$ cat src/rtl/idct_round_sat_pipe_pkg.sv
// Shared types and constants for the IDCT round/saturate pipeline.
// Holds the rounding-mode encoding and the saturation-count width.
package idct_round_sat_pipe_pkg;

  typedef enum logic [1:0] {
    RND_TRUNC     = 2'd0,
    RND_HALF_UP   = 2'd1,
    RND_HALF_EVEN = 2'd2
  } rnd_mode_e;

  localparam int SAT_CNT_W = 16;

endpackage

$ cat src/rtl/idct_round_sat_lane.sv
// One lane: arithmetic right shift, rounding, saturation to WOUT bits.
// Shift values above WIN-1 are clamped; mode 3 behaves as half-up.
module idct_round_sat_lane
  import idct_round_sat_pipe_pkg::*;
#(
  parameter int WIN  = 42,
  parameter int WOUT = 24,
  parameter int WSH  = 5
) (
  input  logic [WIN-1:0]  x,
  input  logic [WSH-1:0]  shift,
  input  logic [1:0]      mode,
  output logic [WOUT-1:0] y,
  output logic            sat
);

  localparam int SW = $clog2(WIN + 1);

  logic [SW-1:0]         s_eff;
  logic [SW-1:0]         s_m1;
  logic signed [WIN:0]   xe;
  logic signed [WIN:0]   q;
  logic signed [WIN:0]   ysum;
  logic [WIN:0]          lo_mask;
  logic [WIN-WOUT+1:0]   top;
  logic                  half;
  logic                  sticky;
  logic                  r;

  // Shift, pick the rounding increment, then clamp to the output range.
  always_comb begin
    y      = '0;
    sat    = 1'b0;
    r      = 1'b0;
    s_eff  = (32'(shift) > 32'(WIN - 1)) ? SW'(WIN - 1) : SW'(shift);
    s_m1   = s_eff - SW'(1);
    xe     = {x[WIN-1], x};
    q      = xe >>> s_eff;
    lo_mask = ~({(WIN+1){1'b1}} << s_m1);
    half   = (s_eff != '0) && xe[s_m1];
    sticky = |(xe & lo_mask);
    unique case (mode)
      RND_TRUNC:     r = 1'b0;
      RND_HALF_EVEN: r = half & (sticky | q[0]);
      default:       r = half;
    endcase
    ysum = q + {{WIN{1'b0}}, r};
    top  = ysum[WIN:WOUT-1];
    if ((&top) || (top == '0)) begin
      y = ysum[WOUT-1:0];
    end else if (ysum[WIN]) begin
      y   = {1'b1, {(WOUT-1){1'b0}}};
      sat = 1'b1;
    end else begin
      y   = {1'b0, {(WOUT-1){1'b1}}};
      sat = 1'b1;
    end
  end

endmodule

$ cat src/rtl/idct_round_sat_pipe.sv
// Round/saturate stream stage with output register plus skid buffer.
// Define IDCT_SAT_CNT_EN to build the per-frame saturation counter.
module idct_round_sat_pipe
  import idct_round_sat_pipe_pkg::*;
#(
  parameter int WIN       = 42,
  parameter int WOUT      = 24,
  parameter int WSH       = 5,
  parameter int SHIFT_DEF = 16
) (
  input  logic                 clk,
  input  logic                 rst_sync,
  input  logic                 sink_valid,
  output logic                 sink_ready,
  input  logic                 sink_sop,
  input  logic                 sink_eop,
  input  logic [1:0]           sink_error,
  input  logic [WIN-1:0]       sink_real,
  input  logic [WIN-1:0]       sink_imag,
  input  logic [WSH-1:0]       shift_in,
  input  logic [1:0]           rnd_mode,
  output logic                 source_valid,
  input  logic                 source_ready,
  output logic                 source_sop,
  output logic                 source_eop,
  output logic [1:0]           source_error,
  output logic [WOUT-1:0]      source_real,
  output logic [WOUT-1:0]      source_imag,
  output logic                 source_sat,
  output logic [SAT_CNT_W-1:0] sat_cnt,
  output logic                 sat_cnt_valid
);

  logic            acc;
  logic            out_free;
  logic [WSH-1:0]  shift_q;
  logic [WSH-1:0]  shift_use;
  logic [1:0]      mode_q;
  logic [1:0]      mode_use;
  logic [WOUT-1:0] re_y;
  logic [WOUT-1:0] im_y;
  logic            re_sat;
  logic            im_sat;
  logic            skid_v;
  logic            skid_sop;
  logic            skid_eop;
  logic [1:0]      skid_err;
  logic [WOUT-1:0] skid_re;
  logic [WOUT-1:0] skid_im;
  logic            skid_sat;

  assign acc       = sink_valid & sink_ready;
  assign out_free  = ~source_valid | source_ready;
  assign shift_use = (acc & sink_sop) ? shift_in : shift_q;
  assign mode_use  = (acc & sink_sop) ? rnd_mode : mode_q;

  idct_round_sat_lane #(.WIN(WIN), .WOUT(WOUT), .WSH(WSH)) u_re (
    .x(sink_real), .shift(shift_use), .mode(mode_use),
    .y(re_y), .sat(re_sat)
  );

  idct_round_sat_lane #(.WIN(WIN), .WOUT(WOUT), .WSH(WSH)) u_im (
    .x(sink_imag), .shift(shift_use), .mode(mode_use),
    .y(im_y), .sat(im_sat)
  );

  // Frame parameters are captured on every accepted sop beat.
  always_ff @(posedge clk) begin
    if (rst_sync) begin
      shift_q <= WSH'(SHIFT_DEF);
      mode_q  <= RND_HALF_UP;
    end else if (acc && sink_sop) begin
      shift_q <= shift_in;
      mode_q  <= rnd_mode;
    end
  end

  // Output register refills from skid first; skid catches a stalled beat.
  always_ff @(posedge clk) begin
    if (rst_sync) begin
      source_valid <= 1'b0;
      source_sop   <= 1'b0;
      source_eop   <= 1'b0;
      source_error <= '0;
      source_real  <= '0;
      source_imag  <= '0;
      source_sat   <= 1'b0;
      skid_v       <= 1'b0;
      skid_sop     <= 1'b0;
      skid_eop     <= 1'b0;
      skid_err     <= '0;
      skid_re      <= '0;
      skid_im      <= '0;
      skid_sat     <= 1'b0;
      sink_ready   <= 1'b0;
    end else begin
      sink_ready <= out_free ? 1'b1 : ~(skid_v | acc);
      if (out_free) begin
        if (skid_v) begin
          source_valid <= 1'b1;
          source_sop   <= skid_sop;
          source_eop   <= skid_eop;
          source_error <= skid_err;
          source_real  <= skid_re;
          source_imag  <= skid_im;
          source_sat   <= skid_sat;
          skid_v       <= 1'b0;
        end else if (acc) begin
          source_valid <= 1'b1;
          source_sop   <= sink_sop;
          source_eop   <= sink_eop;
          source_error <= sink_error;
          source_real  <= re_y;
          source_imag  <= im_y;
          source_sat   <= re_sat | im_sat;
        end else begin
          source_valid <= 1'b0;
        end
      end else if (acc) begin
        skid_v   <= 1'b1;
        skid_sop <= sink_sop;
        skid_eop <= sink_eop;
        skid_err <= sink_error;
        skid_re  <= re_y;
        skid_im  <= im_y;
        skid_sat <= re_sat | im_sat;
      end
    end
  end

`ifdef IDCT_SAT_CNT_EN
  logic                 xfer;
  logic [SAT_CNT_W-1:0] cnt_q;
  logic [SAT_CNT_W-1:0] cnt_base;
  logic [SAT_CNT_W-1:0] cnt_next;

  assign xfer     = source_valid & source_ready;
  assign cnt_base = source_sop ? '0 : cnt_q;
  assign cnt_next = (source_sat && cnt_base != '1) ?
                    cnt_base + 1'b1 : cnt_base;
  assign sat_cnt  = cnt_q;

  // Count saturated beats as they leave; strobe after the eop beat.
  always_ff @(posedge clk) begin
    if (rst_sync) begin
      cnt_q         <= '0;
      sat_cnt_valid <= 1'b0;
    end else begin
      sat_cnt_valid <= xfer & source_eop;
      if (xfer) cnt_q <= cnt_next;
    end
  end
`else
  assign sat_cnt       = '0;
  assign sat_cnt_valid = 1'b0;
`endif

endmodule

$ cat config.mk
export PLATFORM = sky130hd
export DESIGN_NAME = idct_round_sat_pipe
export DESIGN_NICKNAME = d
export VERILOG_FILES = /design/src/rtl/idct_round_sat_pipe_pkg.sv /design/src/rtl/idct_round_sat_lane.sv /design/src/rtl/idct_round_sat_pipe.sv
export SDC_FILE = /design/constraint.sdc
export NUM_CORES = 1
export LEC_CHECK = 0
export ABC_AREA = 1
export CAP_MARGIN = 20
export CELL_PAD_IN_SITES_DETAIL_PLACEMENT = 1
export CELL_PAD_IN_SITES_GLOBAL_PLACEMENT = 1
export CORE_UTILIZATION = 42
export CTS_CLUSTER_DIAMETER = 150
export CTS_CLUSTER_SIZE = 25
export DETAILED_ROUTE_END_ITERATION = 16
export PLACE_DENSITY = 0.95
export SYNTH_ARGS = -nofsm -noshare
export SYNTH_HDL_FRONTEND = slang
export SYNTH_SLANG_ARGS = --single-unit
$ cat constraint.sdc
create_clock -name clk -period 9.9 [get_ports clk]
set_clock_uncertainty 0.15 [all_clocks]
set_input_delay 0.99 -clock clk [delete_from_list [all_inputs] [get_ports clk]]
set_output_delay 0.99 -clock clk [all_outputs]
set_load 0.02 [all_outputs]
==> results of run 1 <==
-- flip-flops by register name, summed over array words and instances (netlist names) --
signal	cells
skid_err	2
source_sop	1
skid_sop	1
source_real	24
skid_eop	1
sink_ready	1
source_sat	1
source_valid	1
mode_q	2
shift_q	5
source_eop	1
skid_sat	1
skid_im	24
source_imag	24
skid_re	24
source_error	2
skid_v	1
-- through the flow --
stage	utilization	instances	area, um2	setup slack, ns
2_1_floorplan	-	3016	15500	3.79
3_5_place_dp	0.473	3481	16900	0.920
3_3_place_gp	0.472	3480	16900	1.30
5_1_grt	0.491	3516	17600	0.480
6_report	0.491	3516	17600	0.781
4_1_cts	0.490	3512	17500	1.14
-- logic make-up after synthesis --
logic type | Yosys count
buffers and inverters | 481
AO/OA/AOI/OAI | 239
adder cells (fa/ha/maj) | 8
other | 1
AND/OR/NAND/NOR | 2116
XOR/XNOR | 39
flip-flops | 116
-- final cells by class --
cell class / instances / area (um2) / area share
diodes: 3 / 7.51 / 0.000427
clock buffers: 22 / 474 / 0.0270
clock inverters: 9 / 128 / 0.00726
inverters: 304 / 1140 / 0.0649
multi-input cells: 2419 / 11200 / 0.634
flip-flops and latches: 116 / 2320 / 0.132
well taps: 461 / 577 / 0.0328
repair buffers: 182 / 1780 / 0.101
-- layer usage --
layer / GRT usage / up-vias / routed length (um) / part of all wire
met5: 0 / - / 27 / 0.00033
met4: 0.274 / 4 / 5700 / 0.070
met3: 0.0750 / 313 / 5610 / 0.069
met2: 0.741 / 984 / 38400 / 0.47
met1: 0.501 / 10400 / 31900 / 0.39
li1: - / 9812 / - / -
-- report_power, final --
part	internal (mW)	total [mW]	switching (mW)
Sequential	0.484	0.498	0.0133
Clock	0.413	0.676	0.263
Combinational	0.315	1.12	0.808
Total	1.21	2.30	1.08
-- critical path, delay by kind of cell --
kind,cells,cell delay [ns]
fa+ha+maj,2,0.55
compound gates,6,1.43
buf+inv,5,1.30
simple gates,24,4.95
-- final timing paths --
path	from	endpoint	slack, ns
worst max-delay path	sink_sop	source_real[21]	0.78
worst min-delay path	source_real[13]	source_real[13]	0.32
worst max register to register	sink_ready	source_real[21]	1.45
worst min register to register	source_real[13]	source_real[13]	0.32
-- cells in the final DEF, fill, tap and decap left out, drive strengths merged, types with 30 or more instances in the layout --
cell type         n
a21oi           103
buf              30
clkdlybuf4s50   152
dfxtp           116
inv             297
nand2          1004
nand3           710
nor2            342
o211ai           49
o21ai            46
xor2             37
==> metrics, run 1 <==
status complete, no violations; synthesized cell area 15400 um2; RSZ-0062 raised after global routing false; Hold Slack roughly 0.32 ns; Simple-Gate Fraction of Synth Area 0.593; # resized after CTS 0; Post-CTS Setup Inserts 0; Synth Flop Type dfxtp_1; CP required 10.08 ns; fraction of synthesized cell area in xor and xnor cells 0.0221; Cells on Worst Hold Path 2; Setup violations, final 0; number of global-route vias before repair 22100; chip height 194 um; top post-synthesis cells by area nand2_1 (24%), nand3_1 (23%), dfxtp_1 (15%); H-tree levels 4; Slew Limit Headroom 0.268; fillers around 5400; clock latency on the worst-skew pair 0.45 ns; total track usage 0.433; Max Freq 0.110 GHz; CP arrival just over 9 ns; I/O pin cnt 171; max incr delay on CP 0.75 ns; LEAKAGE about 8.8 nW; Post-synth EDFFs 0; CTS Sinks 116; Synth Area in Compound Gates 0.0945; main combinational cell family by area after synthesis simple AND/OR/NAND/NOR gates; CTS tree yes; worst slew pin tran 1.10 ns; detailed-route vias per instance 6.11; first-pass GRT wire length about 130000 um; critical path's slowest cell nand3_2; pin count of the biggest net entering global routing 101; setup_tns 0 ns; Synth area leader nand2_1; CORE AREA 35800 um2; Yosys Warn Count 0; gpl congestion 1.02; worst r2r path cells 36; total power 2.30 mW; I/O Buffers around 150; CP endpoint kind register; clock root buffer master clkbuf_16; sequential share of the synthesized area 0.151; Area growth syn-to-layout 13.9%; cell count after synthesis 3000; drt wl/cell 23.2 um; via count approximately 21000; Yosys cell types roughly 50; Avg Inst Size Synth 5.14 um2; fin. max-slew vios 0; share of the synthesized area in the top cell type 0.242; critical-path maximum fanout 46; initial antenna violation count 5; drt drc 0; hold crit path type reg2reg; routed wire length 81600 um; period utilisation layout 0.921; Bufs on Longest Clock Path 2; crit path kind in2reg; Async S/R FF share, synth 0; CP startpoint kind input pin; die footprint 37500 um2; antenna-violating nets left 0; dominant cell by count in the synthesized netlist nand2_1; Initial DRT Pass Iterations 5; clk slew on worst S/H paths 0.06 ns; P per Cell Area about 130 nW/um2; MaxCap Viol Count 0; hold violation count in the final report 0; Site Rows between 60 and 70; total congestion overflow 0; Yosys reg bits 116; starting density of the core 0.431; die width 194 um; Iteration-0 DRC Markers between 1500 and 2000; top cells by count, synth nand2_1 (996), nand3_1 (704), nor2_1 (315), inv_1 (286), dfxtp_1 (116); hold buffer count at CTS 0; DPL Wire Length 60800 um; nets 3147; Tmin final 9.12 ns; Adder-Cell Fraction of Synth Area 0.00649; Worst VDD drop 0.000167 V; mux cell area share after synthesis 0; most used cell, CP nand2_1; total CTS buffers 17; ratio of cells with drive above 1 in the final layout 0.0423
No activity file was read; power rests on OpenSTA's default activity.
==> run 2, diff against run 1 <==
==> constraint.sdc (replaced) <==
create_clock -name clk -period 9.9 [get_ports clk]
set_clock_uncertainty 0.15 [all_clocks]
set_input_delay 1.485 -clock clk [delete_from_list [all_inputs] [get_ports clk]]
set_output_delay 1.485 -clock clk [all_outputs]
set_load 0.02 [all_outputs]
==> run 2 against run 1 <==
Against the previous run: fmax is 0.61% higher; cell count is essentially flat; flip-flop and latch count stayed put; final area up 0.18%; first-iteration DRC count up 2.1%; sequential share of layout area barely moved; critical path type unchanged; largest cell class unchanged.
==> metrics, run 2 (same netlist as run 1, synthesis figures left out) <==
status complete, no violations; total track usage 0.422 (-0.0114); critical path's slowest cell clkdlybuf4s50_1; critical-path maximum fanout 46 (unchanged); max incr delay on CP 0.58 ns (-0.17 ns); MaxCap Viol Count 0 (unchanged); placed cells 3481 (unchanged); RSZ-0062 raised after global routing false; die footprint 37500 um2 (unchanged); crit path kind in2reg; final std cells w/o fill 3517 (+0.028%); Post-CTS Setup Inserts 0 (unchanged); ratio of cells with drive above 1 in the final layout 0.0426 (+0.000328); hold crit path type reg2reg; first-pass GRT wire length 125000 um (-2.4%); chip height 194 um (unchanged); commonest cells after routing, fill and taps aside nand2_1 (994), nand3_1 (704), nor2_1 (312); Tmin final 9.06 ns (-0.0555 ns); RR Startpoint sink_ready; routed wire length 81700 um (+0.20%); Bufs on Longest Clock Path 2 (unchanged); number of global-route vias before repair 21900 (-1.0%); starting density of the core 0.431 (unchanged); Slew Limit Headroom 0.270 (+0.00213); I/O Buffers 153 (unchanged); worst r2r path cells 33 (-8.3%); clock root buffer master clkbuf_16; initial antenna violation count 4 (-1); via count 21500 (+0.27%); CORE AREA 35800 um2 (unchanged); DPL Wire Length 60000 um (-1.2%); detailed-route vias per instance 6.12 (+0.25%); period utilisation layout 0.916 (-0.00561); Post-DP Area 16900 um2 (about the same); worst slew pin tran 1.10 ns (-0.00319 ns); die width 194 um (unchanged); drt wl/cell 23.2 um (+0.17%); CTS tree yes; gpl congestion 1.03 (+0.57%); P per Cell Area 131 nW/um2 (+0.50%); pin count of the biggest net entering global routing 102 (+0.99%); origin of the worst setup path sink_sop; # resized after CTS 0 (unchanged); Site Rows 69 (unchanged); RR Endpoint source_imag[3]; setup_tns 0 ns (unchanged); clk slew on worst S/H paths 0.06 ns (about the same); CP arrival 9.22 ns (-0.07 ns); Setup violations, final 0 (unchanged); flop2flop setup slack 1.99 ns (+0.54 ns); total congestion overflow 0 (unchanged); drt drc 0 (unchanged); Area growth syn-to-layout 14.1%; LEAKAGE 8.80 nW (+0.14%); Cells on Worst Hold Path 2 (unchanged); total CTS buffers 17 (unchanged); hold violation count in the final report 0 (unchanged); antenna-violating nets left 0 (unchanged); nets 3148 (+0.032%); Iteration-0 DRC Markers 1941 (+2.1%); post-route design area 17600 um2 (+0.18%); Worst Setup EP source_imag[3]; hold buffer count at CTS 0 (unchanged); CP startpoint kind input pin; most common cell after layout, fill and taps aside nand2_1; most used cell, CP nand2_1; H-tree levels 4 (unchanged); CP endpoint kind register; CP required 10.05 ns (-0.03 ns); Max Freq 0.110 GHz (+0.61%); Initial DRT Pass Iterations 7 (+2); Worst VDD drop 0.000142 V (-15%); CTS Sinks 116 (unchanged); I/O pin cnt 171 (unchanged); clock latency on the worst-skew pair 0.45 ns (about the same); fin. max-slew vios 0 (unchanged)
## run 2: cell count changes in the layout (fill, tap and decap cells not counted)
cell	previous run	this run
clkinv_2	3	2
clkbuf_1	2	1
buf_4	27	28
diode_2	3	4
bufinv_16	3	4
## run 2: power breakdown
part | internal, mW | switching [mW] | leakage [nW]
sequential | 0.484 | 0.0133 | 0.943
clock | 0.438 | 0.259 | 0.297
combinational | 0.316 | 0.801 | 7.56
## run 2: area by class of cell
type / instances / area (um2)
multi-input combinational: 2419 / 11200
clock inverter: 9 / 153
inverter: 304 / 1140
clock buffer: 21 / 470
sequential: 116 / 2320
fill: 5314 / 18200
tap: 461 / 577
timing repair buffer: 183 / 1780
antenna: 4 / 10.0
## run 2: how the worst min path moves through the flow
stage	start	slack, ns	end
floorplan	skid_sop	0.29	skid_sop
global placement	skid_sop	0.30	skid_sop
detailed placement	source_imag[7]	0.31	source_imag[7]
CTS	source_imag[7]	0.31	source_imag[7]
global route	source_real[14]	0.34	source_real[14]
finish	source_real[14]	0.31	source_real[14]
## run 2: critical path: cells and delay by family
| kind | cells | cell delay, ns |
|---|---|---|
| buffers and inverters | 5 | 1.43 |
| AND/OR/NAND/NOR | 21 | 4.56 |
| AO/OA/AOI/OAI | 4 | 0.65 |
| adder cells (fa/ha/maj) | 4 | 1.05 |
## run 2: layer usage
metal | wire length, um | part of all wire | vias up | track usage
met5 | 0 | 0 | - | 0.00255
met4 | 6410 | 0.078 | 0 | 0.295
met3 | 5730 | 0.070 | 370 | 0.0612
met2 | 38200 | 0.47 | 1035 | 0.722
met1 | 31400 | 0.38 | 10300 | 0.484
li1 | - | - | 9811 | -
## run 2: stage by stage
step	total power, mW	hold slack (ns)	setup slack [ns]	utilization
2_1_floorplan	1.21	0.291	3.29	-
3_3_place_gp	1.55	0.302	1.13	0.472
3_5_place_dp	1.57	0.306	0.774	0.472
4_1_cts	2.25	0.314	1.08	0.490
5_1_grt	2.41	0.338	0.484	0.491
6_report	2.31	0.314	0.836	0.491
